## src/rtl/uart_rx_pkg.sv

```systemverilog
// uart_rx_pkg: shared definitions for the UART receiver (and the TX side).
//   DATA_W          - character width (8N1 framing)
//   rx_state_e      - receiver FSM state encodings
//   calc_bit_clks() - clocks per bit from system clock and line rate
package uart_rx_pkg;

  localparam int DATA_W = 8;

  typedef enum logic [2:0] {
    ST_IDLE      = 3'd0,
    ST_START     = 3'd1,
    ST_DATA      = 3'd2,
    ST_PARITY    = 3'd3,
    ST_STOP      = 3'd4,
    ST_WAIT_HIGH = 3'd5
  } rx_state_e;

  function automatic int calc_bit_clks(input int clk_hz, input int baud);
    return clk_hz / baud;
  endfunction

endpackage

```

## src/rtl/uart_rx_sync.sv

```systemverilog
// uart_rx_sync: two-flop synchroniser for the asynchronous serial line.
// Resets to 1 so the line reads idle-high while in reset.
//   clk_i  - system clock
//   rst_ni - asynchronous active-low reset
//   d_i    - asynchronous input
//   q_o    - synchronised output (2-edge latency)
module uart_rx_sync (
  input  logic clk_i,
  input  logic rst_ni,
  input  logic d_i,
  output logic q_o
);

  logic [1:0] sync_q;

  always_ff @(posedge clk_i or negedge rst_ni) begin
    if (!rst_ni) begin
      sync_q <= 2'b11;
    end else begin
      sync_q <= {sync_q[0], d_i};
    end
  end

  assign q_o = sync_q[1];

endmodule

```

## src/rtl/uart_rx.sv

```systemverilog
// uart_rx: 8N1 UART receiver with valid/ack handshake, framing-error and
// sticky overrun flags. Optional parity: define UART_RX_PARITY_EN.
//   clockIN        - system clock
//   nResetIN       - asynchronous active-low reset
//   rxIN           - raw serial line, idle high
//   rxDataOUT      - received byte (LSB first on the line)
//   rxValidOUT     - byte available, held until rxAckIN
//   rxAckIN        - consumer acknowledge
//   rxFrameErrOUT  - stop bit sampled low for the byte in rxDataOUT
//   rxOverrunOUT   - a completed byte was dropped while rxValidOUT was high
//   rxParityErrOUT - parity mismatch (0 when parity is not built in)
//
// state      | meaning
// IDLE       | waiting for a low on the synchronised line
// START      | counting to mid start bit, rejecting glitches
// DATA       | sampling 8 data bits at mid-bit
// PARITY     | sampling the parity bit (parity build only)
// STOP       | sampling stop bit, delivering the byte
// WAIT_HIGH  | stop bit was low; hold off until the line returns high
module uart_rx
  import uart_rx_pkg::*;
#(
  parameter int CLOCK_FREQUENCY = 10_000_000,
  parameter int BAUD_RATE       = 115200
`ifdef UART_RX_PARITY_EN
  , parameter bit PARITY_ODD    = 1'b0
`endif
) (
  input  logic              clockIN,
  input  logic              nResetIN,
  input  logic              rxIN,
  output logic [DATA_W-1:0] rxDataOUT,
  output logic              rxValidOUT,
  input  logic              rxAckIN,
  output logic              rxFrameErrOUT,
  output logic              rxOverrunOUT,
  output logic              rxParityErrOUT
);

  localparam int BIT_CLKS  = calc_bit_clks(CLOCK_FREQUENCY, BAUD_RATE);
  localparam int HALF_CLKS = BIT_CLKS / 2;
  localparam int CNT_W     = $clog2(BIT_CLKS);
  localparam logic [CNT_W-1:0] BIT_RELOAD  = CNT_W'(BIT_CLKS - 1);
  localparam logic [CNT_W-1:0] HALF_RELOAD = CNT_W'(HALF_CLKS - 1);

  if (BIT_CLKS < 4) begin : g_bit_clks_check
    $error("uart_rx: CLOCK_FREQUENCY/BAUD_RATE must be at least 4");
  end

`ifdef UART_RX_PARITY_EN
  localparam rx_state_e AFTER_DATA = ST_PARITY;
`else
  localparam rx_state_e AFTER_DATA = ST_STOP;
`endif

  logic rx_sync;

  uart_rx_sync u_sync (
    .clk_i  (clockIN),
    .rst_ni (nResetIN),
    .d_i    (rxIN),
    .q_o    (rx_sync)
  );

  rx_state_e         state_q;
  logic [CNT_W-1:0]  cnt_q;
  logic [2:0]        bit_idx_q;
  logic [DATA_W-1:0] shift_q;
  logic [DATA_W-1:0] data_q;
  logic              valid_q;
  logic              frame_err_q;
  logic              ovr_q;
`ifdef UART_RX_PARITY_EN
  logic              par_bad_q;
  logic              par_err_q;
`endif

  always_ff @(posedge clockIN or negedge nResetIN) begin
    if (!nResetIN) begin
      state_q     <= ST_IDLE;
      cnt_q       <= '0;
      bit_idx_q   <= '0;
      shift_q     <= '0;
      data_q      <= '0;
      valid_q     <= 1'b0;
      frame_err_q <= 1'b0;
      ovr_q       <= 1'b0;
`ifdef UART_RX_PARITY_EN
      par_bad_q   <= 1'b0;
      par_err_q   <= 1'b0;
`endif
    end else begin
      // Ack clears the handshake; a byte completing on the same edge
      // overrides this below and keeps valid high.
      if (rxAckIN && valid_q) begin
        valid_q     <= 1'b0;
        frame_err_q <= 1'b0;
        ovr_q       <= 1'b0;
`ifdef UART_RX_PARITY_EN
        par_err_q   <= 1'b0;
`endif
      end

      case (state_q)
        ST_IDLE: begin
          if (!rx_sync) begin
            state_q <= ST_START;
            cnt_q   <= HALF_RELOAD;
          end
        end

        ST_START: begin
          if (cnt_q != '0) begin
            cnt_q <= cnt_q - 1'b1;
          end else if (rx_sync) begin
            state_q <= ST_IDLE;
          end else begin
            state_q   <= ST_DATA;
            cnt_q     <= BIT_RELOAD;
            bit_idx_q <= '0;
          end
        end

        ST_DATA: begin
          if (cnt_q != '0) begin
            cnt_q <= cnt_q - 1'b1;
          end else begin
            shift_q   <= {rx_sync, shift_q[DATA_W-1:1]};
            cnt_q     <= BIT_RELOAD;
            bit_idx_q <= bit_idx_q + 3'd1;
            if (bit_idx_q == 3'd7) begin
              state_q <= AFTER_DATA;
            end
          end
        end

`ifdef UART_RX_PARITY_EN
        ST_PARITY: begin
          if (cnt_q != '0) begin
            cnt_q <= cnt_q - 1'b1;
          end else begin
            par_bad_q <= (^shift_q) ^ rx_sync ^ PARITY_ODD;
            cnt_q     <= BIT_RELOAD;
            state_q   <= ST_STOP;
          end
        end
`endif

        ST_STOP: begin
          if (cnt_q != '0) begin
            cnt_q <= cnt_q - 1'b1;
          end else begin
            if (!valid_q || rxAckIN) begin
              data_q      <= shift_q;
              valid_q     <= 1'b1;
              frame_err_q <= ~rx_sync;
`ifdef UART_RX_PARITY_EN
              par_err_q   <= par_bad_q;
`endif
            end else begin
              ovr_q <= 1'b1;
            end
            // Leaving at mid-stop lets a following start bit be caught
            // with no idle gap.
            state_q <= rx_sync ? ST_IDLE : ST_WAIT_HIGH;
          end
        end

        ST_WAIT_HIGH: begin
          if (rx_sync) begin
            state_q <= ST_IDLE;
          end
        end

        default: state_q <= ST_IDLE;
      endcase
    end
  end

  assign rxDataOUT     = data_q;
  assign rxValidOUT    = valid_q;
  assign rxFrameErrOUT = frame_err_q;
  assign rxOverrunOUT  = ovr_q;
`ifdef UART_RX_PARITY_EN
  assign rxParityErrOUT = par_err_q;
`else
  assign rxParityErrOUT = 1'b0;
`endif

endmodule

```

## config.mk

```make
export PLATFORM = sky130hd
export DESIGN_NAME = uart_rx
export DESIGN_NICKNAME = d
export VERILOG_FILES = /design/src/rtl/uart_rx_pkg.sv /design/src/rtl/uart_rx_sync.sv /design/src/rtl/uart_rx.sv
export SDC_FILE = /design/constraint.sdc
export NUM_CORES = 1
export LEC_CHECK = 0
export ABC_AREA = 1
export ABC_CLOCK_PERIOD_IN_PS = 2800
export CORE_MARGIN = 4
export CORE_UTILIZATION = 60
export CTS_CLUSTER_SIZE = 30
export DETAILED_ROUTE_END_ITERATION = 10
export PLACE_DENSITY = 0.79
export SLEW_MARGIN = 15
export SYNTH_ARGS = -nofsm -noshare
export SYNTH_HDL_FRONTEND = slang
export SYNTH_SLANG_ARGS = --single-unit
```

## constraint.sdc

```tcl
create_clock -name clockIN -period 2.8 [get_ports clockIN]
set_input_delay 0.42 -clock clockIN [delete_from_list [all_inputs] [get_ports clockIN]]
set_output_delay 0.42 -clock clockIN [all_outputs]
set_load 0.05 [all_outputs]
```

* After elaboration in Yosys (flattened, before gate mapping)
Cells that the tools add are included.
W data, S select, Z words.
** Storage, ports and cells
- Memories kept :: 0
- Logic and storage cells :: 70
- Input bits :: 4
- Latch bits :: 0
- Output and inout bits :: 12
- Bits in writable memories :: 0
- Bits in read-only memories :: 0
- Bits in registers :: 34
** Operators by class
- Shift operators :: 0
- Divide/modulo/power cells :: 0
- $add $sub $neg :: 2
- Equality and inequality tests :: 14
- Reductions and logical operators :: 12
- $mul :: 0
- Mux-type cells :: 31
- $lt $le $gt $ge :: 0
- Bitwise operators :: 2
** Operator list (count)
- $mux W7 :: 5
- $mux W3 :: 10
- $pmux W7 S4 :: 1
- $pmux W3 S5 :: 1
- $ne A2 B2 Y1 const B :: 7
- $mux W1 :: 12
- $eq A3 B3 Y1 const B :: 3
- $reduce_and A4 Y1 :: 2
- $reduce_bool A7 Y1 :: 1
- $sub A7 B1 Y7 const B :: 1
- $pmux W3 S2 :: 1
- $reduce_and A6 Y1 :: 1
- $reduce_bool A4 Y1 :: 1
- $add A3 B1 Y3 const B :: 1
- $eq A3 B1 Y1 const B :: 1
- $eq A3 B2 Y1 const B :: 1
- $logic_not A3 Y1 :: 1
- $ne A3 B3 Y1 const B :: 1
- $reduce_and A3 Y1 :: 1
- $mux W2 :: 1
- $ne A2 B1 Y1 const B :: 1
- $not A1 Y1 :: 2
- $reduce_and A2 Y1 :: 1
- $reduce_bool A2 Y1 :: 1
- 3 further kinds :: 3

* Logic depth before layout (Yosys ltp)
Gate-level depths: netlist of run 1.
- Depth in word-level cells :: 5
- Depth in mapped cells :: 10
- Gate-level depth less buffers :: 10

* Modules after synthesis
A second synthesis of run 1 with hierarchy kept.
** Unflattened totals
- Cell total of the unflattened synthesis :: 206
- Area total of the unflattened synthesis :: 1746.7 µm²
** Modules (own cells, without submodules)
- uart_rx :: seq. area each 800.8 µm², area each 1694.1 µm², cells each 204, instances 1
- uart_rx_sync :: seq. area each 52.6 µm², area each 52.6 µm², cells each 2, instances 1

* Worst setup path after synthesis of run 1
OpenSTA, ideal clock, no wires.
- Path kind :: register to register
- Start :: reg cnt_q[0]
- End :: reg data_q[6] (netlist: rxDataOUT[6])
- Setup slack :: 1201 ps
- Buffers on the path :: 1
- Clock period less this slack :: 1599 ps
- Data required time :: 2681 ps
- Stages on the path, launching flop included :: 11
- Arrival time :: 1480 ps
- Setup time :: 119 ps
- Cell sequence :: dfrtp_1 -> inv_1 -> ha_1 -> inv_1 -> nor2_2 -> nand3_4 -> nor2_4 -> nand2_4 -> buf_6 -> nand2_2 -> o21ai_2
** On the way
- Cells in the longest elaborated chain, start to end :: 3
** RTL lines
- from (decl) :: line uart_rx.sv:66 : logic [CNT_W-1:0] cnt_q;
- from (signal assigned) :: line uart_rx.sv:114 : cnt_q <= cnt_q - 1'b1;
- from (signal assigned) :: line uart_rx.sv:126 : cnt_q <= cnt_q - 1'b1;
- from (signal assigned) :: line uart_rx.sv:151 : cnt_q <= cnt_q - 1'b1;
- $reduce_bool A7 Y1 :: line uart_rx.sv:150 : if (cnt_q != '0) begin
- $not A1 Y1 (no line)
- $reduce_and A3 Y1 (no line)
- to (signal assigned) :: line uart_rx.sv:154 : data_q <= shift_q;
- to (decl) :: line uart_rx.sv:69 : logic [DATA_W-1:0] data_q;
Every way passes these cells.
A chain may end at the register's enable or synchronous reset.

* Final worst setup path of run 1
- Start :: reg valid_q (netlist: rxValidOUT)
- End :: out rxValidOUT
** RTL lines
- from (decl) :: line uart_rx.sv:70 : logic valid_q;
- from (signal assigned) :: line uart_rx.sv:85 : valid_q <= 1'b0;
- from (signal assigned) :: line uart_rx.sv:96 : valid_q <= 1'b0;
- from (signal assigned) :: line uart_rx.sv:155 : valid_q <= 1'b1;
- to (decl) :: line uart_rx.sv:33 : output logic rxValidOUT,
No word-level cell between the ends.

==> results by group, run 1 <==
Global route
  • Largest net degree at the start of global routing: 35
  • Total GRT Usage: between 15 and 20%
  • Number of antenna violations at the first check in global routing: 0
  • Global route total overflow: 0
  • Vias in the first global route: roughly 1400
  • First-pass GRT wire length: 6196 um

Clock network
  • Skew-Pair Late Insertion Delay: around 0.34 ns
  • Clock-pin slew on the worst setup and hold paths: about 0.11 ns
  • Post-cts resize count: 0
  • Clock root cell: clkbuf_4
  • Clk sink count: 34
  • Post-CTS Setup Inserts: 0
  • H-tree depth: 2
  • Cts hold-fix bufs: 0
  • TritonCTS Buffers: 5
  • CTS tree: built
  • CTS max path bufs: 2

Power
  • Worst vdd ir: 728.0 uV
  • Internal Pwr Total: 0.0009085 W
  • Combinational share of power: 42.3%
  • Net Sw Frac: 44.14%
  • Power per Cell Area: 822.6 mW/mm^2
  • Clock Power Share: 17.8%
  • Seq pwr share: 39.9%
  • Leak Pwr: 0.9900 nW
  • Net Switching: 0.0007177 W

Setup path
  • CP Class: reg2out
  • Reg2Reg Depth: 9
  • Req. time, crit path: 2.38 ns
  • RR Endpoint: shift_q[7]
  • CP arrival: 1.55 ns
  • CP endpoint kind: primary output
  • CP bufs+invs: 1
  • Worst path cell trace: clkdlybuf4s50_1
  • R2r setup slk: 0.96 ns
  • Crit path max fanout: 3
  • Reg2reg start: cnt_q[0]
  • Slowest CP cell: clkdlybuf4s50_1
  • Startpoint types: register
  • CP delay by family, top: buffers and inverters
  • Slowest stage delay, CP: 0.82 ns

Placed design
  • IO buf count: 14
  • Final Wtd Congestion: 0.9213
  • HPWL after DPL: 2545 um
  • Pre-CTS WS: 1.009 ns
  • Placed inst area: 0.001913 sq mm

Finish
  • Final core utilization: 71.08%
  • Area Overhead vs Synth: 12.54%
  • Most frequent cells in the layout: 73 x nand2_1, 32 x dfrtp_1, 23 x inv_1
  • Most common cell after layout, fill and taps aside: nand2_1
  • Final net count: ~240
  • Final instance area: 0.001977 sq mm
  • # diodes: 0
  • Layout cells sized above 1: 15.52%
  • Number of fill cells: around 230

Routing
  • Drt first pass iters: 4
  • Vias per inst: 5.285
  • DR iter-0 viols: 112
  • ANT nets after route: 0
  • Vias: between 1000 and 1500
  • Per-cell routed wire length: between 10 and 15 um
  • Routed WL: 3391 um
  • DRC violations left: 0

Logic synthesis
  • Simple-Gate Fraction of Synth Area: about a third
  • Yosys top cell area share: 45.58%
  • Seq/Total Area, Yosys: 48.58%
  • Multiplexer share of the synthesized area: 0%
  • Top cell type by total area after synthesis: dfrtp_1
  • Syn avg cell area: slightly above 8 sq um
  • Mapped Area: 0.001757 sq mm
  • Synth Warn #: 0
  • Mapped Cells: 213
  • Unique masters post-synth: 26
  • Largest family of logic cells by synthesized area: simple AND/OR/NAND/NOR gates
  • Synth Register Bits: 34
  • Syn Nets: 220
  • Adder-cell share of the synthesized area: 2.137%
  • Synth top area cells: dfrtp_1 46%, nand2_1 16%, inv_1 4.9%
  • Xor-xnor portion of the synthesized cell area: 0.4986%
  • Synth Area in Compound Gates: 9.259%

STA
  • Worst hold margin: 0.3638 ns
  • Clock skew: approximately 0.0085 ns
  • Total negative slack: 0 ns
  • Slew Limit Headroom: 66.05%
  • Slew Limit Fails: 0
  • Count of final hold-check violations: 0
  • PnR worst setup slack: approximately 0.83 ns
  • Final Critical Period: between 1.5 and 2 ns
  • Fin crit share: 70.32%
  • Setup-failing EPs final: 0
  • Worst-Margin Slew: 0.5077 ns
  • Unrepaired setup endpoints after global routing: false
  • Max Clk Rate: approximately 510 MHz

Floorplanning
  • Area of the core: approximately 0.0028 sq mm
  • DIE HEIGHT: 62.11 um
  • Horiz. Die Dim: between 60 and 70 um
  • Initial Util: a little over three fifths
  • I/O Pins: 16
  • Row count: 19
  • Die Area: between 0.003 and 0.004 sq mm

Min path
  • Min-Delay Path Depth: 0
  • Worst min path class: reg2reg
  • Hold_sp: u_sync.sync_q[0]
  • Hold Path End: u_sync.sync_q[1]

Flow run
  • Max Cap Viol: 0

Outcome
  • Status: complete, no violations
[power by group through the flow]
stage / registers, W / logic (W) / clock network [W]
5_1_grt: 0.000657 / 0.000792 / 0.000324
6_report: 0.000649 / 0.000688 / 0.000289
3_3_place_gp: 0.000651 / 0.000668 / 0
3_5_place_dp: 0.000657 / 0.000688 / 0
4_1_cts: 0.000648 / 0.000691 / 0.000298
2_1_floorplan: 0.000639 / 0.000556 / 0
[synthesized netlist by cell type]
| cell | count |
|---|---|
| o21ai_0 | 14 |
| nand2_2 | 2 |
| buf_6 | 1 |
| inv_2 | 2 |
| nand3_2 | 1 |
| nor2_2 | 5 |
| dfrtp_1 | 32 |
| ha_1 | 3 |
| nor2_4 | 3 |
| nor3_1 | 1 |
| inv_1 | 23 |
| clkbuf_1 | 1 |
| nand3b_4 | 1 |
| nor2_1 | 13 |
| a21oi_1 | 3 |
| o21ai_2 | 8 |
| nand2_1 | 73 |
| conb_1 | 1 |
| buf_4 | 2 |
| nand2_4 | 2 |
| nand3_1 | 12 |
| nand4_1 | 5 |
| o31ai_1 | 1 |
| xnor2_1 | 1 |
| nand3_4 | 1 |
| dfstp_2 | 2 |
[registers in the layout, indices dropped and copies added, names as in the netlist]
register / flops
shift_q: 8
rxFrameErrOUT: 1
rxOverrunOUT: 1
rxValidOUT: 1
bit_idx_q: 3
cnt_q: 7
rxDataOUT: 8
u_sync.sync_q: 2
state_q: 3
[how the worst max path moves through the flow]
stage	startpoint	endpoint	slack, ns	depth (start not counted)
2_1_floorplan	cnt_q[0]	rxDataOUT[6]	1.20	10
3_3_place_gp	cnt_q[0]	shift_q[7]	1.11	9
3_5_place_dp	cnt_q[0]	shift_q[7]	1.01	9
4_1_cts	rxValidOUT	rxValidOUT	0.81	1
5_1_grt	rxValidOUT	rxValidOUT	0.76	1
6_report	rxValidOUT	rxValidOUT	0.83	1
[routing by layer]
layer	vias up	GRT usage, %	wire [um]
met3	8	5.045	160
met5	-	0	0
met2	38	30.70	1617
met4	0	11.92	102
li1	706	-	-
met1	638	24.76	1512
[kinds of logic after synthesis]
kind of cell	count (synthesis)
adder cells (fa/ha/maj)	3
buffers and inverters	29
AO/OA/AOI/OAI	26
AND/OR/NAND/NOR	119
XOR/XNOR	1
flip-flops	34
other	1
[through the flow]
| step | total power (W) | instances |
|---|---|---|
| after floorplan | 0.001195 | 213 |
| final | 0.001626 | 263 |
| after detailed placement | 0.001346 | 255 |
| after CTS | 0.001637 | 263 |
| after global placement | 0.001319 | 255 |
| after global routing | 0.001773 | 263 |
[layout make-up]
cell class	instances	area [sq um]	area share (%)
Sequential cell	34	853.3	43.16
Multi-Input combinational cell	150	779.5	39.43
Timing Repair Buffer	15	147.6	7.468
Inverter	25	93.84	4.747
Clock buffer	6	51.30	2.595
Tap cell	31	38.79	1.962
Clock inverter	2	12.51	0.6329
No activity file was read; power rests on OpenSTA's default activity.
==> run 2: changes to the inputs <==
ABC_CLOCK_PERIOD_IN_PS = 1600   (was 2800)
CORE_UTILIZATION = 51   (was 60)
PLACE_DENSITY = 0.71   (was 0.79)
clock period = 1.6 ns   (was 2.8 ns; I/O delays follow)
==> run 2 against run 1 <==
Die area rose by 15%. Sequential share of layout area fell by 2.6 points. Non-clock buffer count rose by 11. Clock power rose by 79%. Final area rose by 6.4%. Largest cell class unchanged. Global-route usage fell by 1.2 points. Clock-buffer cell count did not move.
==> results by group, run 2 (synthesized netlist as in run 1, its figures left out) <==
Outcome
  • Status: complete, no violations

STA
  • Slew Limit Fails: 0 (unchanged)
  • Setup-failing EPs final: 0 (unchanged)
  • Final Critical Period: between 1 and 1.5 ns
  • Unrepaired setup endpoints after global routing: false
  • Fin crit share: slightly above 90%
  • Count of final hold-check violations: 0 (unchanged)
  • PnR worst setup slack: 0.1171 ns (-0.7139 ns)
  • Total negative slack: 0 ns (unchanged)
  • Clock skew: 0.009123 ns (+0.0005915 ns)
  • Max Clk Rate: 674.4 MHz

Routing
  • DRC violations left: 0 (unchanged)
  • Per-cell routed wire length: 12.09 um (-6.3%)
  • DR iter-0 viols: 112 (unchanged)
  • Drt first pass iters: 5 (+1)
  • Routed WL: 3493 um (+3.0%)
  • Vias per inst: 4.920 (-6.9%)
  • Vias: 1422 (+2.3%)
  • Met1 WL: 1672 um (+11%)
  • ANT nets after route: 0 (unchanged)
  • DR WL met3: 159 um (-0.63%)
  • DR WL met2: 1606 um (-0.68%)
  • Highest Signal Layer: met4

Finish
  • Area of the multi-input gates: 828.3 sq um (+6.3%)
  • Most common cell after layout, fill and taps aside: nand2_1
  • Number of fill cells: 282 (+22%)
  • # diodes: 0 (unchanged)
  • Register area: 853.3 sq um (unchanged)
  • Area Overhead vs Synth: 19.73%
  • Final net count: 249 (+4.6%)
  • Non-Filler Instances: 289 (+9.9%)
  • Most frequent cells in the layout: 72 x nand2_1, 32 x dfrtp_1, 22 x buf_4
  • Layout cells sized above 1: 26.75% (+11 points)
  • Final instance area: 0.002103 sq mm (+6.4%)

Placed design
  • HPWL after DPL: 2350 um (-7.7%)
  • Pre-CTS WS: 0.01405 ns (-0.9954 ns)
  • Placed cells: 275 (+7.8%)
  • Placed inst area: 0.001942 sq mm (+1.5%)
  • IO buf count: 14 (unchanged)
  • Final Wtd Congestion: 0.8878 (-3.6%)

Clock network
  • CTS max path bufs: 2 (unchanged)
  • CTS tree: built
  • H-tree depth: 2 (unchanged)
  • Clock-pin slew on the worst setup and hold paths: 0.11 ns (about the same)
  • Clock root cell: clkbuf_4
  • Clk sink count: 34 (unchanged)
  • TritonCTS Buffers: 5 (unchanged)
  • Skew-Pair Late Insertion Delay: 0.35 ns (about the same)

Power
  • Worst vdd ir: 726.8 uV (-0.17%)
  • Leak Pwr: 1.072 nW (+8.3%)
  • Power per Cell Area: 1467 mW/mm^2 (+78%)

Floorplanning
  • DIE HEIGHT: 66.69 um (+7.4%)
  • Row count: 21 (+2)
  • Die Area: 0.004448 sq mm (+15%)
  • Initial Util: 52.64% (-11 points)
  • Area of the core: 0.003337 sq mm (+20%)
  • Horiz. Die Dim: 66.69 um (+7.4%)
  • I/O Pins: 16 (unchanged)

Setup path
  • CP Class: reg2reg
  • Slowest CP cell: dfrtp_1
  • CP arrival: 1.73 ns (+0.18 ns)
  • Worst path cell trace: inv_2 > ha_4 > inv_2 > nor2_4 > nand3_4 > buf_4 > nor2_1 > o21ai_0 > nand2_1 > nand2_1
  • Req. time, crit path: 1.84 ns (-0.54 ns)
  • CP endpoint kind: register
  • Slowest stage delay, CP: 0.40 ns (-0.42 ns)
  • Crit path max fanout: 4 (+1)
  • Startpoint types: register

Min path
  • Worst min path class: in2async

Global route
  • Global route total overflow: 0 (unchanged)
  • Vias in the first global route: 1370 (-2.4%)
  • Total GRT Usage: 18.64% (-1.2 points)
  • Number of antenna violations at the first check in global routing: 0 (unchanged)
  • Largest net degree at the start of global routing: 35 (unchanged)
  • First-pass GRT wire length: 6154 um (-0.68%)

Flow run
  • Max Cap Viol: 0 (unchanged)
==> run 2: path summary, 6_finish.rpt <==
path	slack [ns]	start	cells past startpoint	end
worst min-delay path	0.27	nResetIN	2	state_q[0]
worst max register to register	0.12	cnt_q[0]	10	cnt_q[1]
worst min register to register	0.36	u_sync.sync_q[0]	0	u_sync.sync_q[1]
min in group clockIN	0.29	rxIN	1	u_sync.sync_q[0]
worst max-delay path	0.12	cnt_q[0]	10	cnt_q[1]
max in group asynchronous	0.97	nResetIN	2	u_sync.sync_q[0]
==> run 2: repair_timing <==
item,CTS,global route
gates resized for setup,5,9
setup endpoints to repair,3,23
buffers inserted,5,1
hold buffers,0,0
pin swaps,4,6
==> run 2: layout make-up <==
cell class / count / share of cell area (%)
clock buffer: 6 / 2.439
sequential: 34 / 40.57
timing repair buffer: 26 / 9.816
multi-input combinational: 150 / 39.38
inverter: 25 / 4.462
clock inverter: 2 / 0.5949
tap: 46 / 2.736
==> run 2: metrics by stage <==
step / total power [W] / hold slack [ns] / util (%)
2_1_floorplan: 0.002091 / -0.05559 / -
3_3_place_gp: 0.002391 / 0.3459 / 58.19
3_5_place_dp: 0.002404 / 0.3501 / 58.19
4_1_cts: 0.003017 / 0.2781 / 61.87
5_1_grt: 0.003366 / 0.2666 / 63.03
6_report: 0.003086 / 0.2739 / 63.03
==> run 2: where the power goes <==
| group | switching (W) | total [W] | internal [W] | leakage, nW |
|---|---|---|---|---|
| logic | 0.000900 | 0.00143 | 0.000528 | 0.583 |
| clock network | 0.000305 | 0.000516 | 0.000211 | 0.0343 |
| registers | 0.000162 | 0.00114 | 0.000980 | 0.454 |
| total | 0.00137 | 0.00309 | 0.00172 | 1.07 |
==> run 2: critical path, delay by kind of cell, from the launching register on <==
family	cells	cell delay, ns
buffers and inverters	3	0.30
DFF	1	0.40
and+or+nand+nor	5	0.44
adders and majority gates	1	0.15
AOI/OAI and AO/OA	1	0.10
==> run 2: per-layer routing <==
| metal | track usage [%] | up-vias |
|---|---|---|
| met5 | 0 | - |
| li1 | - | 734 |
| met2 | 27.60 | 28 |
| met1 | 24.76 | 653 |
| met4 | 8.122 | 0 |
| met3 | 6.071 | 7 |
